==> src/rtl/fetch_unit_if.sv <==
// Fetch-side bus bundle: instruction memory request/response, redirect, and the
// fetch-to-decode queue head.
interface fetch_unit_if #(
   parameter int XLEN = 32
);
   logic            im_req;
   logic [XLEN-1:0] im_addr;
   logic            im_gnt;
   logic            im_rvalid;
   logic [31:0]     im_rdata;
   logic            redirect;
   logic [XLEN-1:0] redirect_pc;
   logic            fd_valid;
   logic            fd_ready;
   logic [31:0]     fd_inst;
   logic [XLEN-1:0] fd_pc;
   logic            fd_misaligned;

   modport master (
      output im_req, im_addr, fd_valid, fd_inst, fd_pc, fd_misaligned,
      input  im_gnt, im_rvalid, im_rdata, redirect, redirect_pc, fd_ready
   );

   modport slave (
      input  im_req, im_addr, fd_valid, fd_inst, fd_pc, fd_misaligned,
      output im_gnt, im_rvalid, im_rdata, redirect, redirect_pc, fd_ready
   );
endinterface

==> src/rtl/fetch_unit.sv <==
// In-order instruction fetch: credit-limited requests into a DEPTH-entry queue,
// redirect flush with stale-response dropping, and misaligned-target fault entry.
module fetch_unit #(
   parameter int              XLEN         = 32,
   parameter int              DEPTH        = 4,
   parameter logic [XLEN-1:0] RESET_VECTOR = '0
) (
   input logic          clk,
   input logic          resetb,
   fetch_unit_if.master bus
);
   localparam int AW = $clog2(DEPTH);
   localparam int CW = AW + 1;
   localparam logic [CW:0] DEPTH_C = (CW+1)'(DEPTH);

   typedef enum logic {RUN, MISALIGNED} state_t;

   typedef struct packed {
      logic [31:0]     inst;
      logic [XLEN-1:0] pc;
      logic            mis;
   } fq_ent_t;

   state_t          state;
   logic            started;
   logic            mis_pend;
   logic [XLEN-1:0] fetch_pc;
   logic [XLEN-1:0] rsp_pc;
   logic [CW-1:0]   inflight;
   logic [CW-1:0]   drop;
   logic [CW-1:0]   count;
   logic [AW-1:0]   rd_ptr;
   logic [AW-1:0]   wr_ptr;
   fq_ent_t         fq [DEPTH];

   logic [CW:0]     credit;
   logic            grant;
   logic            rv;
   logic            push_data;
   logic            mis_push;
   logic            push;
   logic            pop;
   fq_ent_t         push_ent;
   fq_ent_t         head;

   assign credit = {1'b0, inflight} + {1'b0, count};

   // started holds off requests for the first cycle after reset release
   assign bus.im_req  = resetb && started && (state == RUN) && !bus.redirect && (credit < DEPTH_C);
   assign bus.im_addr = fetch_pc;
   assign grant       = bus.im_req && bus.im_gnt;

   // responses with nothing outstanding are leftovers from before a reset
   assign rv        = bus.im_rvalid && (inflight != '0);
   assign push_data = rv && (drop == '0) && !bus.redirect && (state == RUN);
   assign mis_push  = (state == MISALIGNED) && mis_pend && (drop == '0) && !bus.redirect;
   assign push      = push_data || mis_push;
   assign pop       = (count != '0) && bus.fd_ready && !bus.redirect;

   always_comb begin
      push_ent = '{inst: bus.im_rdata, pc: rsp_pc, mis: 1'b0};
      if (mis_push) push_ent = '{inst: 32'h0000_0013, pc: rsp_pc, mis: 1'b1};
   end

   assign head              = fq[rd_ptr];
   assign bus.fd_valid      = resetb && (count != '0);
   assign bus.fd_inst       = resetb ? head.inst : '0;
   assign bus.fd_pc         = resetb ? head.pc   : '0;
   assign bus.fd_misaligned = resetb ? head.mis  : 1'b0;

   always_ff @(posedge clk) begin
      if (!resetb) begin
         state    <= RUN;
         started  <= 1'b0;
         mis_pend <= 1'b0;
         fetch_pc <= RESET_VECTOR;
         rsp_pc   <= RESET_VECTOR;
         inflight <= '0;
         drop     <= '0;
         count    <= '0;
         rd_ptr   <= '0;
         wr_ptr   <= '0;
      end else begin
         started  <= 1'b1;
         inflight <= inflight + CW'(grant) - CW'(rv);
         if (bus.redirect) begin
            // every response still owed belongs to the abandoned stream
            fetch_pc <= bus.redirect_pc;
            rsp_pc   <= bus.redirect_pc;
            drop     <= inflight - CW'(rv);
            count    <= '0;
            rd_ptr   <= '0;
            wr_ptr   <= '0;
            if (bus.redirect_pc[1:0] != 2'b00) begin
               state    <= MISALIGNED;
               mis_pend <= 1'b1;
            end else begin
               state    <= RUN;
               mis_pend <= 1'b0;
            end
         end else begin
            if (grant)              fetch_pc <= fetch_pc + XLEN'(4);
            if (rv && drop != '0)   drop     <= drop - CW'(1);
            if (push_data)          rsp_pc   <= rsp_pc + XLEN'(4);
            if (mis_push)           mis_pend <= 1'b0;
            if (push) begin
               fq[wr_ptr] <= push_ent;
               wr_ptr     <= wr_ptr + AW'(1);
            end
            if (pop) rd_ptr <= rd_ptr + AW'(1);
            count <= count + CW'(push) - CW'(pop);
         end
      end
   end
endmodule

==> src/flat_wrapper.sv <==
// flat-port wrapper written by rule: the top's interface ports become plain ports
module fetch_unit_flat 
#(
   parameter int              XLEN         = 32,
   parameter int              DEPTH        = 4,
   parameter logic [XLEN-1:0] RESET_VECTOR = '0
)
  (clk, resetb, bus_im_req, bus_im_addr, bus_fd_valid, bus_fd_inst, bus_fd_pc, bus_fd_misaligned, bus_im_gnt, bus_im_rvalid, bus_im_rdata, bus_redirect, bus_redirect_pc, bus_fd_ready);
  fetch_unit_if #(.XLEN(XLEN)) bus_i ();
  input logic clk;
  input logic resetb;
  output wire logic [$bits(bus_i.im_req)-1:0] bus_im_req;
  output wire logic [$bits(bus_i.im_addr)-1:0] bus_im_addr;
  output wire logic [$bits(bus_i.fd_valid)-1:0] bus_fd_valid;
  output wire logic [$bits(bus_i.fd_inst)-1:0] bus_fd_inst;
  output wire logic [$bits(bus_i.fd_pc)-1:0] bus_fd_pc;
  output wire logic [$bits(bus_i.fd_misaligned)-1:0] bus_fd_misaligned;
  input wire logic [$bits(bus_i.im_gnt)-1:0] bus_im_gnt;
  input wire logic [$bits(bus_i.im_rvalid)-1:0] bus_im_rvalid;
  input wire logic [$bits(bus_i.im_rdata)-1:0] bus_im_rdata;
  input wire logic [$bits(bus_i.redirect)-1:0] bus_redirect;
  input wire logic [$bits(bus_i.redirect_pc)-1:0] bus_redirect_pc;
  input wire logic [$bits(bus_i.fd_ready)-1:0] bus_fd_ready;
  assign bus_im_req = bus_i.im_req;
  assign bus_im_addr = bus_i.im_addr;
  assign bus_fd_valid = bus_i.fd_valid;
  assign bus_fd_inst = bus_i.fd_inst;
  assign bus_fd_pc = bus_i.fd_pc;
  assign bus_fd_misaligned = bus_i.fd_misaligned;
  assign bus_i.im_gnt = bus_im_gnt;
  assign bus_i.im_rvalid = bus_im_rvalid;
  assign bus_i.im_rdata = bus_im_rdata;
  assign bus_i.redirect = bus_redirect;
  assign bus_i.redirect_pc = bus_redirect_pc;
  assign bus_i.fd_ready = bus_fd_ready;
  fetch_unit #(.XLEN(XLEN), .DEPTH(DEPTH), .RESET_VECTOR(RESET_VECTOR)) u_core (.clk(clk), .resetb(resetb), .bus(bus_i));
endmodule
==> config.mk <==
export PLATFORM = sky130hd
export DESIGN_NAME = fetch_unit_flat
export DESIGN_NICKNAME = d
export VERILOG_FILES = /design/src/rtl/fetch_unit_if.sv /design/src/rtl/fetch_unit.sv /design/src/flat_wrapper.sv
export SDC_FILE = /design/constraint.sdc
export NUM_CORES = 1
export LEC_CHECK = 0
export ABC_AREA = 1
export CORE_ASPECT_RATIO = 0.5
export CORE_MARGIN = 2
export CORE_UTILIZATION = 61
export CTS_CLUSTER_SIZE = 20
export DETAILED_ROUTE_END_ITERATION = 10
export HOLD_SLACK_MARGIN = 0.1
export PLACE_DENSITY = 0.9
export SYNTH_ARGS = -nofsm -noshare
export SYNTH_HDL_FRONTEND = slang
export SYNTH_SLANG_ARGS = --single-unit
==> constraint.sdc <==
create_clock -name clk -period 8.34 [get_ports clk]
set_input_delay 2.502 -clock clk [delete_from_list [all_inputs] [get_ports clk]]
set_output_delay 2.502 -clock clk [all_outputs]
set_load 0.05 [all_outputs]
==> results of run 1 <==
layer usage:
metal,global-route usage,vias to the layer above,routed length [um]
li1,-,5891,-
met1,0.3757,5765,15470
met2,0.4921,638,18720
met3,0.04028,106,3374
met4,0.1126,0,1175
met5,0,-,0
through the flow:
stage	instances	setup slack (ns)
after floorplan	1683	1.984
after global placement	2136	1.495
after detailed placement	2136	1.394
after global routing	2189	1.255
after CTS	2189	1.361
final	2189	1.328
flip-flops by register name (all words and copies together), names as in the netlist, 2 cells and up, named ones only:
| name | flops |
|---|---|
| u_core.fq | 260 |
| u_core.bus.im_addr | 32 |
| u_core.rsp_pc | 32 |
| u_core.count | 3 |
| u_core.drop | 3 |
| u_core.inflight | 3 |
| u_core.rd_ptr | 2 |
| u_core.wr_ptr | 2 |
critical path: stages:
cell and delay [ns]:
sky130_fd_sc_hd__clkdlybuf4s50_1 0.50, sky130_fd_sc_hd__clkinv_2 0.55, sky130_fd_sc_hd__buf_4 0.47, sky130_fd_sc_hd__a21oi_1 0.22
sky130_fd_sc_hd__buf_4 0.25
area by class of cell:
type	instances	area [um2]	share of cell area
multi-input combinational	1131	5192	0.2803
clock buffer	35	758.2	0.04092
clock inverter	18	232.7	0.01256
tap	344	430.4	0.02323
timing repair buffer	182	1944	0.1049
inverter	137	515.5	0.02782
sequential	342	9454	0.5103
kinds of logic (layout without fill, tap and decap cells):
family	count (synthesis)	in the layout	synth area share
adders and majority gates	18	18	0.01557
buffers and inverters	210	372	0.05326
xor gates and xnor gates	21	21	0.01192
and+or+nand+nor	792	792	0.2082
AOI/OAI and AO/OA	300	300	0.09882
DFF	342	342	0.6122
worst min path at each step:
stage                                     start                    end  slack, ns  depth (start not counted)
after floorplan                u_core.rd_ptr[1]               register       0.44                          2
after global placement    u_core.bus.im_addr[0]  u_core.bus.im_addr[0]       0.44                          2
after detailed placement       u_core.rd_ptr[1]               register       0.45                          2
after CTS                 u_core.bus.im_addr[0]  u_core.bus.im_addr[0]       0.48                          2
after global routing      u_core.bus.im_addr[0]  u_core.bus.im_addr[0]       0.52                          2
final                     u_core.bus.im_addr[0]  u_core.bus.im_addr[0]       0.48                          2
power groups by stage:
stage          logic (mW)  clock network [mW]  registers, mW
6_report            0.445                1.42           1.94
4_1_cts             0.442                1.42           1.94
5_1_grt             0.485                1.48           1.94
3_3_place_gp        0.424                   0           1.97
3_5_place_dp        0.437                   0           1.97
2_1_floorplan       0.253                   0           1.99
cells in the mapped netlist (all sizes together):
cell	number
o21bai	3
buf	26
inv	137
a22oi	1
a31oi	5
xor2	15
nand3b	10
or2	4
dfxtp	82
ha	16
nand2	272
nor2	409
nand3	76
fa	2
edfxtp	260
o21ai	177
and3	1
clkbuf	47
xnor2	6
o211ai	2
a21oi	110
nand4	12
and2	1
nor3	7
o22ai	2
==> impl_metrics.env, run 1 <==
export IMPL_critPathLaunch="resetb"
export IMPL_hold_slack_ns=0.4847
export IMPL_cp_endpoint="bus_fd_pc[8]"
export IMPL_global_route_overflow_total=0
export IMPL_p_per_area_mw_per_mm2=205.1
export IMPL_run_status="finished, final reports clean"
export IMPL_core_rowCount=41
export IMPL_critical_path_required_ns=5.84
export IMPL_final_core_util=0.7401
export IMPL_initial_utilization=0.6165
export IMPL_diodes=0
export IMPL_criticalPathCategory="in -> out"
export IMPL_mappedNetlistArea_mm2=0.01543
export IMPL_drt_first_iter_violations=1406
export IMPL_postSynthNetCount=1771
export IMPL_detailroute_via_count=12400
export IMPL_clk_latency_ns=0.56
export IMPL_netlist_top_cell_by_area="sky130_fd_sc_hd__edfxtp_1"
export IMPL_crit_path_time_final_ns=7.012
export IMPL_finish_net_count=1911
export IMPL_post_dp_cell_area_mm2=0.01754
export IMPL_cts_buffers_inserted=29
export IMPL_layout_drive_gt1_share=0.08455
export IMPL_fin_skew_ns=0.007246
export IMPL_netlist_cell_type_count=37
export IMPL_cts_repair_timing_setup_buffer_count=0
export IMPL_critical_path_max_fanout=44
export IMPL_final_antenna_net_count=0
export IMPL_worstPathArrival_ns=4.51
export IMPL_ff2ff_path_depth=9
export IMPL_post_cts_hold_buffer_count=0
export IMPL_cellLeakagePower_nw=7.001
export IMPL_critPathLaunchType="primary input"
export IMPL_mean_instance_size_in_the_synthesized_netlist_um2=9.170
export IMPL_fin_total_pwr_mw=3.799
export IMPL_layout_area_overhead_vs_synth_pct=20.05
export IMPL_clockRootBuffer="sky130_fd_sc_hd__clkbuf_16"
export IMPL_fin_area_mm2=0.01853
export IMPL_worst_slew_pin_transition_ns=1.024
export IMPL_drt_drc_violations_left=0
export IMPL_p_sw_frac=0.2498
export IMPL_min_delay_path_class="reg -> reg"
export IMPL_grt_max_degree=96
export IMPL_cts_tree="yes"
export IMPL_seq_area_frac_synth=0.6122
export IMPL_combinationalPowerShare=0.117
export IMPL_finalWirelength_um=38740
export IMPL_synth_seq_cells=342
export IMPL_vias_per_cell=5.665
export IMPL_core_area_mm2=0.02503
export IMPL_port_buffer_count=168
export IMPL_power_report_internal_total_mw=2.850
export IMPL_ys_warn_count=0
export IMPL_r2r_start="u_core.drop[0]"
export IMPL_most_common_layout_cells="sky130_fd_sc_hd__nor2_1, sky130_fd_sc_hd__nand2_1, sky130_fd_sc_hd__edfxtp_1"
export IMPL_worstReg2RegEnd="u_core.fq[0][50]"
export IMPL_setup_viol=0
export IMPL_rsz0062_at_grt="false"
export IMPL_mostFrequentLayoutCell="sky130_fd_sc_hd__nor2_1"
export IMPL_worst_setup_hold_path_clk_slew_ns=0.06
export IMPL_htree_levels=1
export IMPL_filler_cell_count=1666
export IMPL_dp_hpwl_um=23970
export IMPL_die_width_um=229.0
export IMPL_post_synth_main_area_contributors="sky130_fd_sc_hd__edfxtp_1, sky130_fd_sc_hd__dfxtp_1, sky130_fd_sc_hd__nor2_1, sky130_fd_sc_hd__nand2_1, sky130_fd_sc_hd__o21ai_0"
export IMPL_clock_sinks=342
export IMPL_r2r_slack_ns=5.06
export IMPL_power_frac_clock=0.373
export IMPL_grt_util_all_layers=0.2857
export IMPL_die_area_mm2=0.02667
export IMPL_design_portCount=169
export IMPL_drv_cap=0
export IMPL_achievable_frequency_ghz=0.1426
export IMPL_cts_repair_resize_count=0
export IMPL_grt_pass1_wl_um=59750
export IMPL_ir_worst_vdd_v=0.0001401
export IMPL_first_global_vias=11750
export IMPL_initial_antenna_violation_count=0
export IMPL_finalCritPeriodShare=0.8408
export IMPL_critical_path_endpoint_type="output pin"
export IMPL_synth_top_cell_area_share=0.5059
export IMPL_slew_limit_headroom=0.3171
export IMPL_routed_wire_length_per_instance_um=17.70
export IMPL_synthCells=1683
export IMPL_drt_pass1_iter_count=6
export IMPL_p_switching_uw=949.3
export IMPL_gp_congestion=0.9066
export IMPL_slew_viol_final=0
export IMPL_hold_viol_final=0
export IMPL_die_height_um=116.5
export IMPL_ctsLongestPathBuffers=3
export IMPL_timing_setup_tns_ns=0
export IMPL_power_frac_seq=0.510
No activity file was read; power rests on OpenSTA's default activity.
==> inputs of run 2 (changes only) <==
--- a/config.mk
+++ b/config.mk
@@ -8,11 +8,11 @@
 export ABC_AREA = 1
 export CORE_ASPECT_RATIO = 0.5
 export CORE_MARGIN = 2
-export CORE_UTILIZATION = 61
+export CORE_UTILIZATION = 51
 export CTS_CLUSTER_SIZE = 20
 export DETAILED_ROUTE_END_ITERATION = 10
 export HOLD_SLACK_MARGIN = 0.1
-export PLACE_DENSITY = 0.9
+export PLACE_DENSITY = 0.81
 export SYNTH_ARGS = -nofsm -noshare
 export SYNTH_HDL_FRONTEND = slang
 export SYNTH_SLANG_ARGS = --single-unit
==> constraint.sdc (replaced) <==
create_clock -name clk -period 6.12 [get_ports clk]
set_input_delay 1.836 -clock clk [delete_from_list [all_inputs] [get_ports clk]]
set_output_delay 1.836 -clock clk [all_outputs]
set_load 0.05 [all_outputs]
==> impl_metrics.env, run 2 (synthesis gave the netlist of run 1 again) <==
export IMPL_setup_slack_ns=0.9133
export IMPL_die_area_mm2=0.03175
export IMPL_number_of_flip_flops_in_the_largest_register=260
export IMPL_clk_latency_ns=0.55
export IMPL_cts_repair_timing_setup_buffer_count=0
export IMPL_timing_hold_worst_path_depth=2
export IMPL_cts_repair_resize_count=0
export IMPL_dp_cells=2186
export IMPL_critPathLaunch="resetb"
export IMPL_detailroute_via_count=12190
export IMPL_post_route_insts_no_fill=2243
export IMPL_achievable_frequency_ghz=0.1921
export IMPL_worstReg2RegEnd="u_core.fq[3][55]"
export IMPL_hold_viol_final=0
export IMPL_global_route_overflow_total=0
export IMPL_timing_setup_tns_ns=0
export IMPL_critical_path_required_ns=4.28
export IMPL_clock_sinks=342
export IMPL_dp_hpwl_um=24920
export IMPL_use_met1=0.3155
export IMPL_htree_levels=1
export IMPL_fin_total_pwr_mw=5.309
export IMPL_critical_path_max_fanout=28
export IMPL_timing_hold_worst_start="u_core.bus.im_addr[1]"
export IMPL_grt_util_all_layers=0.2419
export IMPL_final_antenna_net_count=0
export IMPL_most_common_layout_cells="sky130_fd_sc_hd__nor2_1, sky130_fd_sc_hd__nand2_1, sky130_fd_sc_hd__edfxtp_1"
export IMPL_r2r_slack_ns=3.47
export IMPL_mostFrequentLayoutCell="sky130_fd_sc_hd__nor2_1"
export IMPL_drt_pass1_iter_count=8
export IMPL_initial_utilization=0.5250
export IMPL_rsz0062_at_grt="false"
export IMPL_core_area_mm2=0.02940
export IMPL_drt_first_iter_violations=1223
export IMPL_busiest_layer="met2"
export IMPL_worstHoldEndpoint="u_core.bus.im_addr[1]"
export IMPL_drv_cap=0
export IMPL_setup_viol=0
export IMPL_die_height_um=127.0
export IMPL_layout_drive_gt1_share=0.08590
export IMPL_gp_congestion=0.9296
export IMPL_fin_skew_ns=0.01406
export IMPL_ctsLongestPathBuffers=3
export IMPL_vias_per_cell=5.435
export IMPL_die_width_um=250.0
export IMPL_ff2ff_path_depth=9
export IMPL_cellLeakagePower_nw=7.187
export IMPL_first_global_vias=11390
export IMPL_finalWirelength_um=39070
export IMPL_finish_net_count=1915
export IMPL_drt_drc_violations_left=0
export IMPL_grt_pass1_wl_um=60500
export IMPL_detailedPlace_worstSlack_ns=0.9321
export IMPL_finalCritPeriodShare=0.8508
export IMPL_crit_path_time_final_ns=5.207
export IMPL_port_buffer_count=168
export IMPL_worst_slew_pin_transition_ns=1.085
export IMPL_run_status="finished, final reports clean"
export IMPL_worst_setup_hold_path_clk_slew_ns=0.07
export IMPL_initial_antenna_violation_count=1
export IMPL_ir_worst_vdd_v=0.0002001
export IMPL_slew_limit_headroom=0.2755
export IMPL_layout_area_overhead_vs_synth_pct=24.79
export IMPL_grt_use_met2=0.4278
export IMPL_core_rowCount=44
export IMPL_critical_path_endpoint_type="output pin"
export IMPL_critPathLaunchType="primary input"
export IMPL_grt_max_degree=79
export IMPL_slew_viol_final=0
export IMPL_routed_wire_length_per_instance_um=17.42
export IMPL_criticalPathCategory="in -> out"
export IMPL_grt_util_met3=0.03362
export IMPL_p_per_area_mw_per_mm2=275.7
export IMPL_worstPathArrival_ns=3.37
export IMPL_design_portCount=169
export IMPL_clockRootBuffer="sky130_fd_sc_hd__clkbuf_16"
export IMPL_min_delay_path_class="reg -> reg"
export IMPL_post_cts_hold_buffer_count=0
export IMPL_r2r_start="u_core.drop[0]"
export IMPL_cts_tree="yes"
export IMPL_largest_register="u_core.fq"
export IMPL_cts_buffers_inserted=30
-- run 2: changes by cell type in the layout (fill, tap and decap cells not counted), sizes merged --
cell      before  now
inv          138  137
bufinv         5    6
clkinvlp       0    5
clkinv        12   11
clkbuf        35   34
diode          0    1
buf           81   84
-- run 2: area by class of cell --
type / count / area (um2)
diodes: 1 / 2.502
clock buffers: 34 / 787.0
clock inverters: 22 / 276.5
fillers: 2151 / 10140
inverters: 137 / 515.5
multi-input cells: 1131 / 5192
flip-flops and latches: 342 / 9454
well taps: 391 / 489.2
repair buffers: 185 / 2542
-- run 2: worst max-delay path by stage --
stage	end	slack, ns
2_1_floorplan	u_core.fq[0][0]	0.43
3_3_place_gp	bus_im_req	0.97
3_5_place_dp	bus_fd_pc[31]	0.93
4_1_cts	bus_fd_pc[17]	0.92
5_1_grt	bus_fd_inst[28]	0.87
6_report	bus_fd_pc[17]	0.91
-- run 2: power breakdown --
part | internal, mW | leakage, nW | switching [mW]
logic | 0.251 | 3.64 | 0.392
clock network | 1.18 | 0.501 | 0.842
registers | 2.57 | 3.04 | 0.0766
-- run 2: per-layer routing --
| metal | up-vias | routed length, um |
|---|---|---|
| met4 | 0 | 970 |
| met1 | 5713 | 15960 |
| met2 | 511 | 19440 |
| met5 | - | 0 |
| li1 | 5899 | - |
| met3 | 68 | 2699 |
-- run 2: stage by stage --
| stage | utilization | area, um2 | hold slack (ns) |
|---|---|---|---|
| after floorplan | - | 15430 | 0.4366 |
| after global placement | 0.6189 | 18190 | 0.4421 |
| after detailed placement | 0.6189 | 18190 | 0.4509 |
| after CTS | 0.6550 | 19260 | 0.4853 |
| after global routing | 0.6551 | 19260 | 0.5360 |
| final | 0.6551 | 19260 | 0.4885 |
-- run 2: critical path, cell delays in order --
cell,delay [ns]
sky130_fd_sc_hd__clkdlybuf4s50_1,0.50
sky130_fd_sc_hd__clkinv_2,0.23
sky130_fd_sc_hd__buf_4,0.31
sky130_fd_sc_hd__a21oi_1,0.29
sky130_fd_sc_hd__buf_12,0.18
==> inputs of run 3 (changes only) <==
--- a/config.mk
+++ b/config.mk
@@ -7,7 +7,6 @@
 export LEC_CHECK = 0
 export ABC_AREA = 1
 export CORE_ASPECT_RATIO = 0.5
-export CORE_MARGIN = 2
 export CORE_UTILIZATION = 51
 export CTS_CLUSTER_SIZE = 20
 export DETAILED_ROUTE_END_ITERATION = 10
==> impl_metrics.env, run 3 (synthesis gave the netlist of run 1 again) <==
export IMPL_gp_congestion=0.9131
export IMPL_critical_path_endpoint_type="output pin"
export IMPL_clk_latency_ns=0.57
export IMPL_mostFrequentLayoutCell="sky130_fd_sc_hd__nor2_1"
export IMPL_drt_pass1_iter_count=6
export IMPL_die_height_um=125.0
export IMPL_final_core_util=0.6569
export IMPL_largest_register="u_core.fq"
export IMPL_finish_net_count=1917
export IMPL_grt_util_all_layers=0.2578
export IMPL_cts_repair_timing_setup_buffer_count=0
export IMPL_worst_slew_pin_transition_ns=0.8718
export IMPL_dp_hpwl_um=25240
export IMPL_critPathLaunch="resetb"
export IMPL_setup_viol=0
export IMPL_run_status="finished, final reports clean"
export IMPL_cts_buffers_inserted=31
export IMPL_timing_setup_tns_ns=0
export IMPL_post_route_insts_no_fill=2244
export IMPL_filler_cell_count=2160
export IMPL_die_width_um=248.0
export IMPL_port_buffer_count=168
export IMPL_clock_sinks=342
export IMPL_worstPathArrival_ns=3.42
export IMPL_layout_area_overhead_vs_synth_pct=24.89
export IMPL_clockRootBuffer="sky130_fd_sc_hd__clkbuf_16"
export IMPL_finalCritPeriodShare=0.8590
export IMPL_diodes=0
export IMPL_initial_antenna_violation_count=0
export IMPL_criticalPathCategory="in -> out"
export IMPL_cts_tree="yes"
export IMPL_ctsLongestPathBuffers=3
export IMPL_grt_pass1_wl_um=62310
export IMPL_achievable_frequency_ghz=0.1902
export IMPL_design_portCount=169
export IMPL_slew_limit_headroom=0.4188
export IMPL_slew_viol_final=0
export IMPL_dp_cells=2187
export IMPL_min_delay_path_class="reg -> reg"
export IMPL_hold_viol_final=0
export IMPL_fin_skew_ns=0.01879
export IMPL_first_global_vias=11760
export IMPL_drt_first_iter_violations=1163
export IMPL_crit_path_time_final_ns=5.257
export IMPL_core_rowCount=44
export IMPL_most_common_layout_cells="sky130_fd_sc_hd__nor2_1, sky130_fd_sc_hd__nand2_1, sky130_fd_sc_hd__edfxtp_1"
export IMPL_final_antenna_net_count=0
export IMPL_core_area_mm2=0.02934
export IMPL_post_dp_cell_area_mm2=0.01821
export IMPL_critPathLaunchType="primary input"
export IMPL_worst_setup_hold_path_clk_slew_ns=0.06
export IMPL_layout_drive_gt1_share=0.08904
export IMPL_ir_worst_vdd_v=0.0002599
export IMPL_critical_path_max_fanout=28
export IMPL_initial_utilization=0.5260
export IMPL_post_cts_hold_buffer_count=0
export IMPL_timing_hold_worst_start="u_core.bus.im_addr[0]"
export IMPL_drv_cap=0
export IMPL_cellLeakagePower_nw=7.202
export IMPL_detailroute_via_count=12330
export IMPL_finalWirelength_um=39940
export IMPL_r2r_start="u_core.drop[0]"
export IMPL_grt_max_degree=73
export IMPL_routed_wire_length_per_instance_um=17.80
export IMPL_vias_per_cell=5.493
export IMPL_fin_area_mm2=0.01927
export IMPL_htree_levels=1
export IMPL_drt_drc_violations_left=0
export IMPL_cts_repair_resize_count=0
export IMPL_number_of_flip_flops_in_the_largest_register=260
export IMPL_critical_path_required_ns=4.28
export IMPL_global_route_overflow_total=0
export IMPL_die_area_mm2=0.03100
export IMPL_rsz0062_at_grt="false"
export IMPL_p_per_area_mw_per_mm2=275.8
run 3: cell types whose count changed in the layout (fill, tap and decap cells not counted), sizes merged:
cell    change
clkinv      +3
clkbuf      -1
buf         +1
diode       -1
bufinv      -1
run 3: cell type report:
type | count | area [um2] | area share
multi-input combinational | 1131 | 5192 | 0.2694
clock buffer | 33 | 783.3 | 0.04064
timing repair buffer | 186 | 2562 | 0.1329
tap | 391 | 489.2 | 0.02538
sequential | 342 | 9454 | 0.4905
inverter | 137 | 515.5 | 0.02674
clock inverter | 24 | 277.8 | 0.01441
run 3: per-layer routing:
metal	GRT usage	part of all wire	vias up
met1	0.3345	0.41	5824
met2	0.4419	0.49	508
met4	0.09058	0.035	0
li1	-	-	5896
met3	0.03714	0.065	98
met5	0	0	-
run 3: stage by stage:
step           setup slack (ns)  hold slack (ns)  power [mW]
2_1_floorplan            0.4303           0.4366       3.054
3_5_place_dp             0.8900           0.4490       3.327
5_1_grt                  0.8063           0.4956       5.488
4_1_cts                  0.8737           0.4654       5.331
6_report                 0.8627           0.4651       5.317
3_3_place_gp             0.9455           0.4434       3.308
run 3: worst paths after layout:
path,depth (start not counted),slack (ns),endpoint
max reg2reg,9,3.21,u_core.fq[3][47]
max,5,0.86,bus_fd_pc[24]
min,2,0.47,u_core.bus.im_addr[0]
min reg2reg,2,0.47,u_core.bus.im_addr[0]
run 3: critical path: stages:
cell                              delay (ns)
sky130_fd_sc_hd__clkdlybuf4s50_1        0.51
sky130_fd_sc_hd__clkinv_2               0.26
sky130_fd_sc_hd__buf_4                  0.32
sky130_fd_sc_hd__a21oi_1                0.29
sky130_fd_sc_hd__buf_12                 0.18
run 3: power by group:
part           internal (mW)  switching [mW]  total [mW]
clock network           1.15           0.884        2.03
registers               2.57          0.0758        2.64
logic                  0.251           0.393       0.645
total                   3.96            1.35        5.32
